--- config.mk ---
export PLATFORM = sky130hd
export DESIGN_NAME = ftch
export DESIGN_NICKNAME = d
export VERILOG_FILES = /design/src/rtl/ftch.sv
export SDC_FILE = /design/constraint.sdc
export NUM_CORES = 1
export LEC_CHECK = 0
export ABC_CLOCK_PERIOD_IN_PS = 9900
export BUFFER_PORTS_ARGS = -buffer_cell sky130_fd_sc_hd__buf_2
export CORE_MARGIN = 2
export CORE_UTILIZATION = 40
export DETAILED_ROUTE_END_ITERATION = 8
export PLACE_DENSITY = 0.57
export SYNTH_ARGS = -nofsm -noshare
export SYNTH_HDL_FRONTEND = slang
export SYNTH_SLANG_ARGS = --single-unit
export TNS_END_PERCENT = 20
--- constraint.sdc ---
create_clock -name clk -period 9.9 [get_ports clk]
set_input_delay 0.99 -clock clk [delete_from_list [all_inputs] [get_ports clk]]
set_output_delay 0.99 -clock clk [all_outputs]
set_load 0.03 [all_outputs]
--- src/rtl/ftch.sv ---
// ----------------------------------------------------------------------------
// ftch -- instruction fetch stage of the MIPS pipeline.
//
// Issues one sequential-PC request per cycle toward instruction memory,
// collects the in-order responses into a DEPTH-entry instruction queue and
// hands the queue head to decode over a valid/ready handshake. The imem
// channel has no ready, so issue is throttled by credits: every request in
// flight (kept or to be dropped) and every queued instruction holds one of
// DEPTH credits. A redirect from execute flushes the queue and turns every
// in-flight request into one whose response will be discarded.
//
// Ports
//   clk              in   clock
//   resetn           in   synchronous active-low reset
//   ftch_imem_vld    out  request valid (imem accepts every valid request)
//   ftch_imem_pkt    out  request packet, .pc = word-aligned fetch address
//   imem_ftch_vld    in   response valid (in order, fixed latency)
//   imem_ftch_instr  in   response instruction word
//   redirect_vld     in   redirect from execute
//   redirect_pc      in   redirect target, bits [1:0] ignored
//   ftch_dec_vld     out  queue head valid
//   ftch_dec_pc      out  PC of the queue head
//   ftch_dec_instr   out  instruction at the queue head
//   dec_ftch_rdy     in   decode accepts the head this cycle
// ----------------------------------------------------------------------------

package ftch_pkg;

    typedef struct packed {
        logic [31:0] pc;
    } ftch_imem_pkt_t;

endpackage

module ftch
    import ftch_pkg::*;
#(
    parameter logic [31:0] RESET_PC = 32'hBFC0_0000,
    parameter int unsigned DEPTH    = 4
) (
    input  logic           clk,
    input  logic           resetn,
    output logic           ftch_imem_vld,
    output ftch_imem_pkt_t ftch_imem_pkt,
    input  logic           imem_ftch_vld,
    input  logic [31:0]    imem_ftch_instr,
    input  logic           redirect_vld,
    input  logic [31:0]    redirect_pc,
    output logic           ftch_dec_vld,
    output logic [31:0]    ftch_dec_pc,
    output logic [31:0]    ftch_dec_instr,
    input  logic           dec_ftch_rdy
);

    // Counter width holds 0..DEPTH; pointer width indexes 0..DEPTH-1.
    localparam int unsigned CW = $clog2(DEPTH + 1);
    localparam int unsigned PW = (DEPTH > 1) ? $clog2(DEPTH) : 1;
    // Credit sum of three counters needs two extra bits of headroom.
    localparam int unsigned SW = CW + 2;

    // Circular pointer advance; works for DEPTH that is not a power of two.
    function automatic logic [PW-1:0] ptr_inc(input logic [PW-1:0] p);
        return (p == PW'(DEPTH - 1)) ? '0 : p + PW'(1);
    endfunction

    // ------------------------------------------------------------------
    // State
    // ------------------------------------------------------------------
    logic [31:0]   r_pc;          // next fetch address
    logic [CW-1:0] r_outst;       // responses owed and kept
    logic [CW-1:0] r_drop;        // responses owed and to be discarded
    logic [CW-1:0] r_count;       // valid instruction-queue entries
    logic [PW-1:0] r_head;        // instruction-queue read pointer
    logic [PW-1:0] r_tail;        // instruction-queue write pointer
    logic [PW-1:0] r_pend_rd;     // pending-PC FIFO read pointer
    logic [PW-1:0] r_pend_wr;     // pending-PC FIFO write pointer

    logic [31:0]   r_q_pc    [DEPTH];
    logic [31:0]   r_q_instr [DEPTH];
    logic [31:0]   r_pend_pc [DEPTH];  // PCs of kept requests still in flight

    // ------------------------------------------------------------------
    // Combinational control
    // ------------------------------------------------------------------
    logic [SW-1:0] w_credit_used;
    logic          w_has_credit;
    logic          w_issue;
    logic          w_deq;
    logic          w_rsp_drop;
    logic          w_rsp_keep;
    logic          w_enq;
    logic          w_unused_rpc_lsbs;

    assign w_credit_used = SW'(r_outst) + SW'(r_drop) + SW'(r_count);
    assign w_has_credit  = (w_credit_used < SW'(DEPTH));

    // Issue is gated by reset and redirect combinationally so no request
    // leaves with a stale PC in the redirect cycle or while reset is held.
    assign ftch_imem_vld = resetn & ~redirect_vld & w_has_credit;
    assign ftch_imem_pkt = ftch_imem_pkt_t'{pc: r_pc};
    assign w_issue       = ftch_imem_vld;

    // Responses are in order, so any owed drops belong to the oldest
    // requests and are consumed before any kept response.
    assign w_rsp_drop = imem_ftch_vld & (r_drop != '0);
    assign w_rsp_keep = imem_ftch_vld & (r_drop == '0);
    assign w_enq      = w_rsp_keep & resetn & ~redirect_vld;

    assign w_deq = (r_count != '0) & dec_ftch_rdy;

    // Target is forced word-aligned; the low bits carry no information.
    assign w_unused_rpc_lsbs = ^redirect_pc[1:0];

    // ------------------------------------------------------------------
    // Pointers, counters and fetch PC
    // ------------------------------------------------------------------
    // NOTE: all state updates use non-blocking assignments so every
    // register samples the pre-edge values regardless of statement order.
    always_ff @(posedge clk) begin
        if (!resetn) begin
            r_pc      <= RESET_PC;
            r_outst   <= '0;
            r_drop    <= '0;
            r_count   <= '0;
            r_head    <= '0;
            r_tail    <= '0;
            r_pend_rd <= '0;
            r_pend_wr <= '0;
        end else if (redirect_vld) begin
            // Everything still owed becomes a drop; a response landing in
            // this very cycle is the oldest owed one and is discarded here.
            r_pc      <= {redirect_pc[31:2], 2'b00};
            r_drop    <= r_drop + r_outst - CW'(imem_ftch_vld);
            r_outst   <= '0;
            r_count   <= '0;
            r_head    <= '0;
            r_tail    <= '0;
            r_pend_rd <= '0;
            r_pend_wr <= '0;
        end else begin
            if (w_issue) begin
                r_pc      <= r_pc + 32'd4;
                r_pend_wr <= ptr_inc(r_pend_wr);
            end
            if (w_rsp_keep) begin
                r_tail    <= ptr_inc(r_tail);
                r_pend_rd <= ptr_inc(r_pend_rd);
            end
            if (w_deq) begin
                r_head <= ptr_inc(r_head);
            end
            r_outst <= r_outst + CW'(w_issue) - CW'(w_rsp_keep);
            r_drop  <= r_drop - CW'(w_rsp_drop);
            r_count <= r_count + CW'(w_rsp_keep) - CW'(w_deq);
        end
    end

    // ------------------------------------------------------------------
    // Entry storage
    // ------------------------------------------------------------------
    // NOTE: the storage arrays carry no reset; an entry is only ever read
    // while the counters say it holds data, and every such entry was written
    // after reset released.
    always_ff @(posedge clk) begin
        if (w_issue) begin
            r_pend_pc[r_pend_wr] <= r_pc;
        end
        if (w_enq) begin
            r_q_pc[r_tail]    <= r_pend_pc[r_pend_rd];
            r_q_instr[r_tail] <= imem_ftch_instr;
        end
    end

    // ------------------------------------------------------------------
    // Decode outputs: register reads only, no path from rdy or redirect
    // ------------------------------------------------------------------
    assign ftch_dec_vld   = (r_count != '0);
    assign ftch_dec_pc    = r_q_pc[r_head];
    assign ftch_dec_instr = r_q_instr[r_head];

endmodule

==> results of run 1 <==
report_power, final:
part           internal (mW)  leakage, nW  switching (mW)  total [mW]
sequential              2.01         3.74          0.0472        2.06
clock                  0.943        0.672           0.637        1.58
combinational          0.155         2.06           0.265       0.421
metrics by stage:
stage               std cells  instance area (sq um)  setup WS [ns]  hold WS, ns
CTS                      1605                  19200           5.35        0.489
detailed placement       1525                  17800           5.87        0.481
finish                   1605                  19200           5.40        0.481
global placement         1525                  17800           5.90        0.480
global route             1605                  19200           5.12        0.519
floorplan                 859                  16400           6.41        0.454
how the worst max path moves through the flow:
stage | start | end | depth (start not counted)
3_5_place_dp | resetn | ftch_imem_vld | 6
6_report | r_outst[1] | ftch_imem_vld | 9
4_1_cts | r_outst[1] | ftch_imem_vld | 9
2_1_floorplan | redirect_vld | r_q_instr[0][0] | 4
5_1_grt | r_outst[1] | ftch_imem_vld | 9
3_3_place_gp | resetn | ftch_imem_vld | 6
registers in the layout, indices dropped and copies added, names as in the netlist, named ones only:
name and count:
r_q_instr 128, r_pend_pc 120, r_q_pc 120, ftch_imem_pkt 30
r_count 3, r_drop 3, r_outst 3, r_head 2
r_pend_rd 2, r_pend_wr 2, r_tail 2
Yosys cell counts, drive strengths merged (2+ instances only):
cell type  instances  area share
a211o              3      0.0016
a211oi             6      0.0035
a21o               4      0.0019
a21oi             22      0.0069
a31oi              6      0.0023
and2               2     0.00076
and3              16      0.0063
and4               4      0.0021
buf               20      0.0066
clkbuf            20      0.0046
dfxtp             51       0.062
edfxtp           368        0.67
fa                 6      0.0073
ha                23       0.018
inv               33      0.0076
mux2i              2      0.0012
mux4              92        0.13
nand2             37      0.0085
nand2b             3      0.0016
nand3             17      0.0052
nand4             11      0.0055
nor2              21      0.0048
nor2b              3      0.0011
nor3              12      0.0040
nor3b              2      0.0015
nor4               5      0.0028
o211ai             2     0.00092
o21a               3      0.0014
o21ai             11      0.0034
o311a              7      0.0043
o311ai             3      0.0016
o31ai              4      0.0018
or3                4      0.0015
or4                5      0.0023
xnor2             12      0.0064
xor2               4      0.0021
routing by layer:
layer	up-vias	share of wire
li1	3826	-
met1	4354	0.45
met2	202	0.49
met3	46	0.047
met4	0	0.020
met5	-	0
logic make-up (layout without fill, tap and decap cells):
| family | after synthesis | count (layout) | synth area share |
|---|---|---|---|
| flip-flops | 419 | 419 | 0.736 |
| buffers and inverters | 73 | 287 | 0.0187 |
| AO/OA/AOI/OAI | 79 | 79 | 0.0341 |
| adder cells (fa/ha/maj) | 29 | 29 | 0.0249 |
| other | 1 | 4 | 0.000229 |
| AND/OR/NAND/NOR | 144 | 144 | 0.0488 |
| XOR/XNOR | 16 | 16 | 0.00855 |
| multiplexers | 95 | 95 | 0.128 |
final cells by class:
class	instances	share of cell area
clock buffers	60	0.0622
clock inverters	20	0.00972
inverters	33	0.00646
multi-input cells	367	0.210
flip-flops and latches	419	0.630
well taps	532	0.0347
repair buffers	174	0.0472
critical path, stage by stage, from the launching register on:
cell and delay (ns):
dfxtp_1 0.35, inv_1 0.11, fa_1 0.61, nor2b_1 0.07, fa_1 0.39, nor2b_1 0.23
or2_2 0.36, nand2_1 0.29, inv_2 0.30, buf_2 0.25
==> impl_metrics.py, run 1 <==
metrics = {
    "status": {
        "status": "complete, no violations",
    },
    "synth": {
        "yosysSeqAreaShare": 0.736,
        "async_flop_share": 0,
        "synth_edf_count": 368,
        "ys_ff_latch": 419,
        "synthCells": 856,
        "synth.avg_cell_area_sq_um": 19.2,
        "yosys_warnings": 0,
        "synth_ff_type": "edfxtp_1",
        "netlist_area_sq_um": 16400,
        "ys_types": 60,
    },
    "timing": {
        "worst_pin_slew_ns": 0.957,
        "tns_ns": 0,
        "final-hold-violation-count": 0,
        "rsz0062_at_grt": "false",
        "fin_skew_ns": 0.00945,
        "setup_viol": 0,
        "final.period_utilization": 0.455,
        "period_minus_slack_ns": 4.50,
        "clock.fmax_ghz": 0.222,
        "maxSlewHeadroom": 0.362,
        "finalMaxSlewViolations": 0,
    },
    "drt": {
        "drtPass1Iterations": 5,
        "viasPerCell": 5.25,
        "vias": 8428,
        "dr.first_iter.drc_count": 521,
        "drc": 0,
        "drt-total-wl_mm": 34.5,
        "wl_per_cell_um": 21.5,
        "drtAntennaViolNets": 0,
    },
    "cells_and_area": {
        "multi_input_area_sq_um": 4030,
        "final_common_cell": "edfxtp_1",
        "fillers": 3447,
        "final_cell_mix": "edfxtp_1 (368), buf_2 (160), mux4_2 (92), dfxtp_1 (48), clkbuf_16 (45)",
        "seq_area_sq_um": 12100,
        "final_util": 0.472,
        "antennaDiodeCount": 0,
        "drive_gt1_frac": 0.320,
        "area_growth_pct": 17.0,
        "fin_nets": 1137,
    },
    "global_route": {
        "antenna_found_initial": 0,
        "grt_use_met2": 0.271,
        "grt_overflow": 0,
        "busiest_layer": "met2",
        "use_met3": 0.0304,
        "gr-usage-met1": 0.223,
        "grt_max_degree": 59,
        "grt_pass1_wl_mm": 52.0,
        "grt_use_total": 0.164,
        "grt_pass1_vias": 8607,
    },
    "worst_setup_path": {
        "cp.arrival_ns": 3.51,
        "reg2reg_from": "r_outst[1]",
        "end_kind": "output pin",
        "r2r_cells": 13,
        "crit_required_ns": 8.91,
        "path_class": "register to output pin",
        "cp_max_fo": 14,
        "r2r_slack_ns": 6.02,
        "critPathLaunchType": "register",
        "r2r_end": "r_outst[2]",
    },
    "clock_tree": {
        "cts_sinks": 419,
        "cts_resized": 0,
        "cts_tree": "done",
        "holdBufCountCts": 0,
        "clk_pin_slew_worst_paths_ns": 0.06,
        "clk_latency_ns": 0.54,
        "clock-root-buffer": "clkbuf_16",
        "cts_setup_buffers": 0,
        "cts_buffers": 44,
        "cts_buffer_depth": 3,
        "h-tree-depth": 2,
    },
    "placement": {
        "place_congestion": 0.786,
        "portBuffers": 160,
        "dp.final_hpwl_mm": 21.2,
    },
    "power_and_ir_drop": {
        "p_total_mw": 4.06,
        "power.leakage_nw": 6.48,
        "peakVddDrop_mv": 0.113,
        "power.density_nw_per_um2": 212,
    },
    "die": {
        "die-height_um": 206,
        "dieArea_sq_um": 42600,
        "num_io_pins": 167,
        "die_x_um": 206,
        "core_area_sq_um": 40600,
        "fp-row-count": 74,
        "start_util": 0.403,
    },
    "worst_hold_path": {
        "hp-class": "register to register",
        "hold_depth": 2,
        "min_from": "r_pend_rd[1]",
    },
    "run": {
        "cap_violations": 0,
    },
}
No activity file was read; power rests on OpenSTA's default activity.
==> run 2: changes to the inputs <==
--- a/config.mk
+++ b/config.mk
@@ -5,12 +5,13 @@
 export SDC_FILE = /design/constraint.sdc
 export NUM_CORES = 1
 export LEC_CHECK = 0
-export ABC_CLOCK_PERIOD_IN_PS = 9900
+export ABC_AREA = 1
+export ABC_CLOCK_PERIOD_IN_PS = 4000
 export BUFFER_PORTS_ARGS = -buffer_cell sky130_fd_sc_hd__buf_2
 export CORE_MARGIN = 2
 export CORE_UTILIZATION = 40
 export DETAILED_ROUTE_END_ITERATION = 8
-export PLACE_DENSITY = 0.57
+export PLACE_DENSITY = 0.59
 export SYNTH_ARGS = -nofsm -noshare
 export SYNTH_HDL_FRONTEND = slang
 export SYNTH_SLANG_ARGS = --single-unit
==> constraint.sdc (replaced) <==
create_clock -name clk -period 4 [get_ports clk]
set_input_delay 0.4 -clock clk [delete_from_list [all_inputs] [get_ports clk]]
set_output_delay 0.4 -clock clk [all_outputs]
set_load 0.03 [all_outputs]
==> run 2 against run 1 <==
  * Highest routed layer unchanged
  * Global-route usage increased by 1.1 points
  * Cell count up 35%
  * Critical endpoint unchanged
  * Power rose to 2.6 times the previous value
==> impl_metrics.py, run 2 <==
metrics = {
    "timing": {
        "worst_pin_slew_ns": 0.762,
        "maxSlewHeadroom": 0.491,
        "tns_ns": 0,
        "fin_ws_ns": 0.543,
        "clock.fmax_ghz": 0.289,
        "rsz0062_at_grt": "false",
        "final.period_utilization": 0.864,
        "setup_viol": 0,
        "period_minus_slack_ns": 3.46,
        "fin_skew_ns": 0.0147,
        "finalMaxSlewViolations": 0,
        "final-hold-violation-count": 0,
    },
    "clock_tree": {
        "clk_latency_ns": 0.56,
        "cts_tree": "done",
        "cts_setup_buffers": 0,
        "cts_resized": 0,
        "clock-root-buffer": "clkbuf_16",
        "clk_pin_slew_worst_paths_ns": 0.06,
        "h-tree-depth": 2,
        "cts_sinks": 419,
        "holdBufCountCts": 0,
        "cts_buffer_depth": 3,
        "cts_buffers": 45,
    },
    "run": {
        "cap_violations": 0,
    },
    "synth": {
        "ys_ff_latch": 419,
        "synth_ff_type": "edfxtp_1",
        "synthCells": 1433,
        "synth_edf_count": 368,
        "synth.largest_area_cell": "edfxtp_1",
        "ys_types": 41,
        "yosysSeqAreaShare": 0.708,
        "synth_common_cells": "edfxtp_1 (368), nor2_1 (253), o21ai_0 (199), nand2_1 (160), o22ai_1 (92)",
        "synth_top_area_frac": 0.648,
        "synth_area_leaders": "edfxtp_1 (65%), dfxtp_1 (6.0%), o21ai_0 (5.8%)",
        "netlist_area_sq_um": 17100,
        "synth_most_common_cell": "edfxtp_1",
        "async_flop_share": 0,
        "synth.avg_cell_area_sq_um": 11.9,
        "yosys_warnings": 0,
    },
    "placement": {
        "dpl_worst_slack_ns": 0.994,
        "portBuffers": 160,
        "dp_cells": 2083,
        "place_congestion": 0.857,
        "dp.final_hpwl_mm": 23.6,
    },
    "cells_and_area": {
        "top_register": "r_q_instr",
        "largest_register_ffs": 128,
        "final_common_cell": "edfxtp_1",
        "final_cell_mix": "edfxtp_1 (368), nor2_1 (245), o21ai_0 (199), nand2_1 (160), buf_2 (160)",
        "area_growth_pct": 16.8,
        "biggestRegsByFlops": "r_q_instr: 128 flops, r_pend_pc: 120 flops, r_q_pc: 120 flops",
        "fin_nets": 1689,
        "fin_cells": 2162,
        "drive_gt1_frac": 0.165,
        "antennaDiodeCount": 0,
    },
    "drt": {
        "wl_met1_mm": 18.1,
        "drt-total-wl_mm": 39.2,
        "drtAntennaViolNets": 0,
        "dr.max_layer_used": "met4",
        "vias": 11300,
        "wl_met3_mm": 2.47,
        "dr_wl_met2_mm": 17.9,
        "dr.first_iter.drc_count": 884,
        "drtPass1Iterations": 5,
        "drc": 0,
        "wl_per_cell_um": 18.1,
        "viasPerCell": 5.20,
    },
    "global_route": {
        "antenna_found_initial": 0,
        "grt_max_degree": 101,
        "grt_pass1_vias": 10800,
        "grt_overflow": 0,
        "grt_pass1_wl_mm": 60.1,
        "grt_use_total": 0.175,
    },
    "power_and_ir_drop": {
        "power.density_nw_per_um2": 521,
        "p_total_mw": 10.4,
        "peakVddDrop_mv": 0.305,
        "power.leakage_nw": 7.19,
    },
    "worst_setup_path": {
        "slowest_stage": "fa_1",
        "critical-path-top-delay-family": "adder cells",
        "critPathLaunchType": "register",
        "path_class": "register to output pin",
        "r2r_slack_ns": 1.01,
        "cp_max_fo": 23,
        "path_cells": "inv_1 > fa_1 > a21oi_1 > fa_1 > nor2_4 > nand2_2 > a21oi_4 > buf_4 > buf_2",
        "end_kind": "output pin",
        "crit_required_ns": 3.60,
        "max_stage_delay_ns": 0.47,
        "cpMostUsedCell": "fa_1",
        "crit_buf_inv": 3,
        "cp.arrival_ns": 3.06,
    },
    "die": {
        "dieArea_sq_um": 44300,
        "die_x_um": 211,
        "num_io_pins": 167,
        "start_util": 0.406,
        "die-height_um": 211,
        "fp-row-count": 75,
        "core_area_sq_um": 42000,
    },
    "status": {
        "status": "complete, no violations",
    },
    "worst_hold_path": {
        "hp-class": "input port to register",
    },
}
[run 2: changes by cell type after synthesis, sizes merged, moves of 26 or more]
cell	delta
o21ai	+188
nor2	+235
clkbuf	+40
nand3	+26
inv	+42
nand2	+126
mux4	-92
o22ai	+92
[run 2: where the power goes]
group	switching [mW]	leakage, nW	internal [mW]
logic	0.882	2.76	0.362
registers	0.153	3.75	5.00
clock network	1.61	0.683	2.36
[run 2: layout make-up]
| cell class | count | area (sq um) |
|---|---|---|
| Tap cell | 539 | 674 |
| Clock buffer | 61 | 1210 |
| Inverter | 76 | 297 |
| Clock inverter | 18 | 186 |
| Timing Repair Buffer | 184 | 1080 |
| Multi-Input combinational cell | 865 | 4400 |
| Fill cell | 3786 | 22100 |
| Sequential cell | 419 | 12100 |
[run 2: kinds of logic after synthesis]
group | count (synthesis) | synth area share
other | 1 | 0.000220
AO/OA/AOI/OAI | 339 | 0.110
buffers and inverters | 152 | 0.0375
XOR/XNOR | 11 | 0.00565
adder cells (fa/ha/maj) | 29 | 0.0239
flip-flops | 419 | 0.708
AND/OR/NAND/NOR | 482 | 0.115
[run 2: path summary, 6_finish.rpt]
path,start,to,depth (start not counted)
worst max-delay path,r_count[1],ftch_imem_vld,9
worst max register to register,r_count[1],r_pend_pc[0][10],10
worst min register to register,r_pend_rd[1],r_pend_rd[1],2
worst min-delay path,imem_ftch_instr[22],r_q_instr[0][22],1
[run 2: stage by stage]
step                      cell area, sq um  hold WS [ns]  utilization
after global routing                 19900        0.0288        0.474
after floorplan                      17100         0.459            -
after CTS                            19900        0.0237        0.474
after global placement               18500         0.475        0.441
after detailed placement             18500         0.490        0.441
final                                19900        0.0567        0.474
[run 2: metal layers]
layer / GRT usage / vias up
met2: 0.281 / 351
met5: 0 / -
met3: 0.0365 / 57
met4: 0.0474 / 0
li1: - / 5421
met1: 0.241 / 5422
==> run 3: changes to the inputs <==
--- a/config.mk
+++ b/config.mk
@@ -5,7 +5,6 @@
 export SDC_FILE = /design/constraint.sdc
 export NUM_CORES = 1
 export LEC_CHECK = 0
-export ABC_AREA = 1
 export ABC_CLOCK_PERIOD_IN_PS = 4000
 export BUFFER_PORTS_ARGS = -buffer_cell sky130_fd_sc_hd__buf_2
 export CORE_MARGIN = 2
==> run 3 against run 2 <==
  * Die area down 3.8%
  * Critical endpoint unchanged
  * Largest power group unchanged
  * Core utilization rose by 0.45 points
  * Clock skew rose by 0.0064 ns
==> impl_metrics.py, run 3 (synthesized netlist as in run 1, its figures left out) <==
metrics = {
    "status": {
        "status": "complete, no violations",
    },
    "worst_setup_path": {
        "crit_required_ns": 3.60,
        "end_kind": "output pin",
        "cp.arrival_ns": 3.38,
        "r2r_cells": 13,
        "cp_max_fo": 14,
        "path_class": "register to output pin",
        "critPathLaunchType": "register",
    },
    "drt": {
        "viasPerCell": 5.24,
        "drtAntennaViolNets": 0,
        "wl_per_cell_um": 21.6,
        "drtPass1Iterations": 4,
        "vias": 8470,
        "dr.first_iter.drc_count": 521,
        "drc": 0,
        "drt-total-wl_mm": 34.9,
    },
    "cells_and_area": {
        "fin_nets": 1146,
        "final_cell_mix": "edfxtp_1 (368), buf_2 (160), mux4_2 (92), dfxtp_1 (47), clkbuf_16 (45)",
        "antennaDiodeCount": 0,
        "drive_gt1_frac": 0.339,
        "biggestRegsByFlops": "r_q_instr: 128 flops, r_pend_pc: 120 flops, r_q_pc: 120 flops",
        "largest_register_ffs": 128,
        "stdcell_area_sq_um": 19400,
        "final_common_cell": "edfxtp_1",
        "fillers": 3420,
        "top_register": "r_q_instr",
        "area_growth_pct": 18.6,
    },
    "clock_tree": {
        "cts_buffer_depth": 3,
        "cts_buffers": 44,
        "clock-root-buffer": "clkbuf_16",
        "h-tree-depth": 2,
        "cts_sinks": 419,
        "cts_setup_buffers": 0,
        "clk_pin_slew_worst_paths_ns": 0.06,
        "cts_resized": 0,
        "clk_latency_ns": 0.57,
        "cts_tree": "done",
        "holdBufCountCts": 0,
    },
    "placement": {
        "dpl_worst_slack_ns": 0.509,
        "placedInstanceArea_sq_um": 17900,
        "dp.final_hpwl_mm": 21.9,
        "place_congestion": 0.795,
        "portBuffers": 160,
    },
    "global_route": {
        "antenna_found_initial": 0,
        "grt_max_degree": 48,
        "grt_use_total": 0.169,
        "grt_pass1_vias": 8851,
        "grt_overflow": 0,
        "grt_pass1_wl_mm": 53.1,
    },
    "timing": {
        "clock.fmax_ghz": 0.265,
        "fin_skew_ns": 0.0211,
        "rsz0062_at_grt": "false",
        "fin_ws_ns": 0.223,
        "worst_pin_slew_ns": 0.865,
        "tns_ns": 0,
        "maxSlewHeadroom": 0.423,
        "final.period_utilization": 0.944,
        "setup_viol": 0,
        "final-hold-violation-count": 0,
        "finalMaxSlewViolations": 0,
        "period_minus_slack_ns": 3.78,
    },
    "die": {
        "dieArea_sq_um": 42600,
        "fp-row-count": 74,
        "start_util": 0.403,
        "die-height_um": 206,
        "num_io_pins": 167,
        "die_x_um": 206,
        "core_area_sq_um": 40600,
    },
    "run": {
        "cap_violations": 0,
    },
    "power_and_ir_drop": {
        "clkPwrFrac": 0.405,
        "p_seq_frac": 0.494,
        "combPwrFrac": 0.101,
        "cellInternalPower_mw": 7.91,
        "swShare": 0.235,
        "power.density_nw_per_um2": 532,
        "power.leakage_nw": 6.59,
        "peakVddDrop_mv": 0.247,
        "p_sw_mw": 2.43,
    },
    "worst_hold_path": {
        "hold_depth": 1,
        "hp-class": "input port to register",
    },
}
run 3: through the flow:
stage                     cells  power [mW]  utilization  hold slack, ns
after CTS                  1616        10.5        0.478          0.0123
after floorplan             859        5.89            -           0.454
after global placement     1534        6.24        0.441           0.461
after global routing       1616        10.8        0.478          0.0299
after detailed placement   1534        6.26        0.441           0.477
final                      1616        10.3        0.478          0.0539
run 3: power by group through the flow:
stage | logic, mW | registers, mW | clock network (mW)
6_report | 1.05 | 5.11 | 4.19
5_1_grt | 1.15 | 5.13 | 4.49
4_1_cts | 1.06 | 5.11 | 4.32
3_5_place_dp | 1.06 | 5.20 | 0
3_3_place_gp | 1.04 | 5.20 | 0
2_1_floorplan | 0.700 | 5.19 | 0
run 3: path summary, 6_finish.rpt:
check | startpoint | to | slack, ns
min reg2reg | r_pend_rd[1] | register | 0.48
max | r_outst[1] | ftch_imem_vld | 0.22
max reg2reg | r_outst[1] | r_outst[2] | 0.50
min | imem_ftch_instr[30] | r_q_instr[2][30] | 0.05
run 3: cell type report:
type	count	area, sq um	area share
sequential	419	12100	0.621
multi-input combinational	367	4050	0.208
clock buffer	58	1210	0.0625
timing repair buffer	183	1020	0.0526
tap	532	666	0.0342
clock inverter	24	288	0.0148
inverter	33	124	0.00637
run 3: worst max-delay path: stages, from the launching register on:
cell and delay, ns:
dfxtp_1 0.35, inv_1 0.11, fa_1 0.58, nor2b_1 0.07, fa_1 0.38, nor2b_1 0.24
or2_2 0.33, nand2_1 0.23, inv_2 0.10, buf_4 0.19, buf_2 0.22
run 3: per-layer routing:
layer | GRT usage | up-vias | routed length (um)
met1 | 0.223 | 4365 | 15400
li1 | - | 3841 | -
met2 | 0.279 | 213 | 17000
met3 | 0.0405 | 51 | 1890
met5 | 0 | - | 0
met4 | 0.0462 | 0 | 708
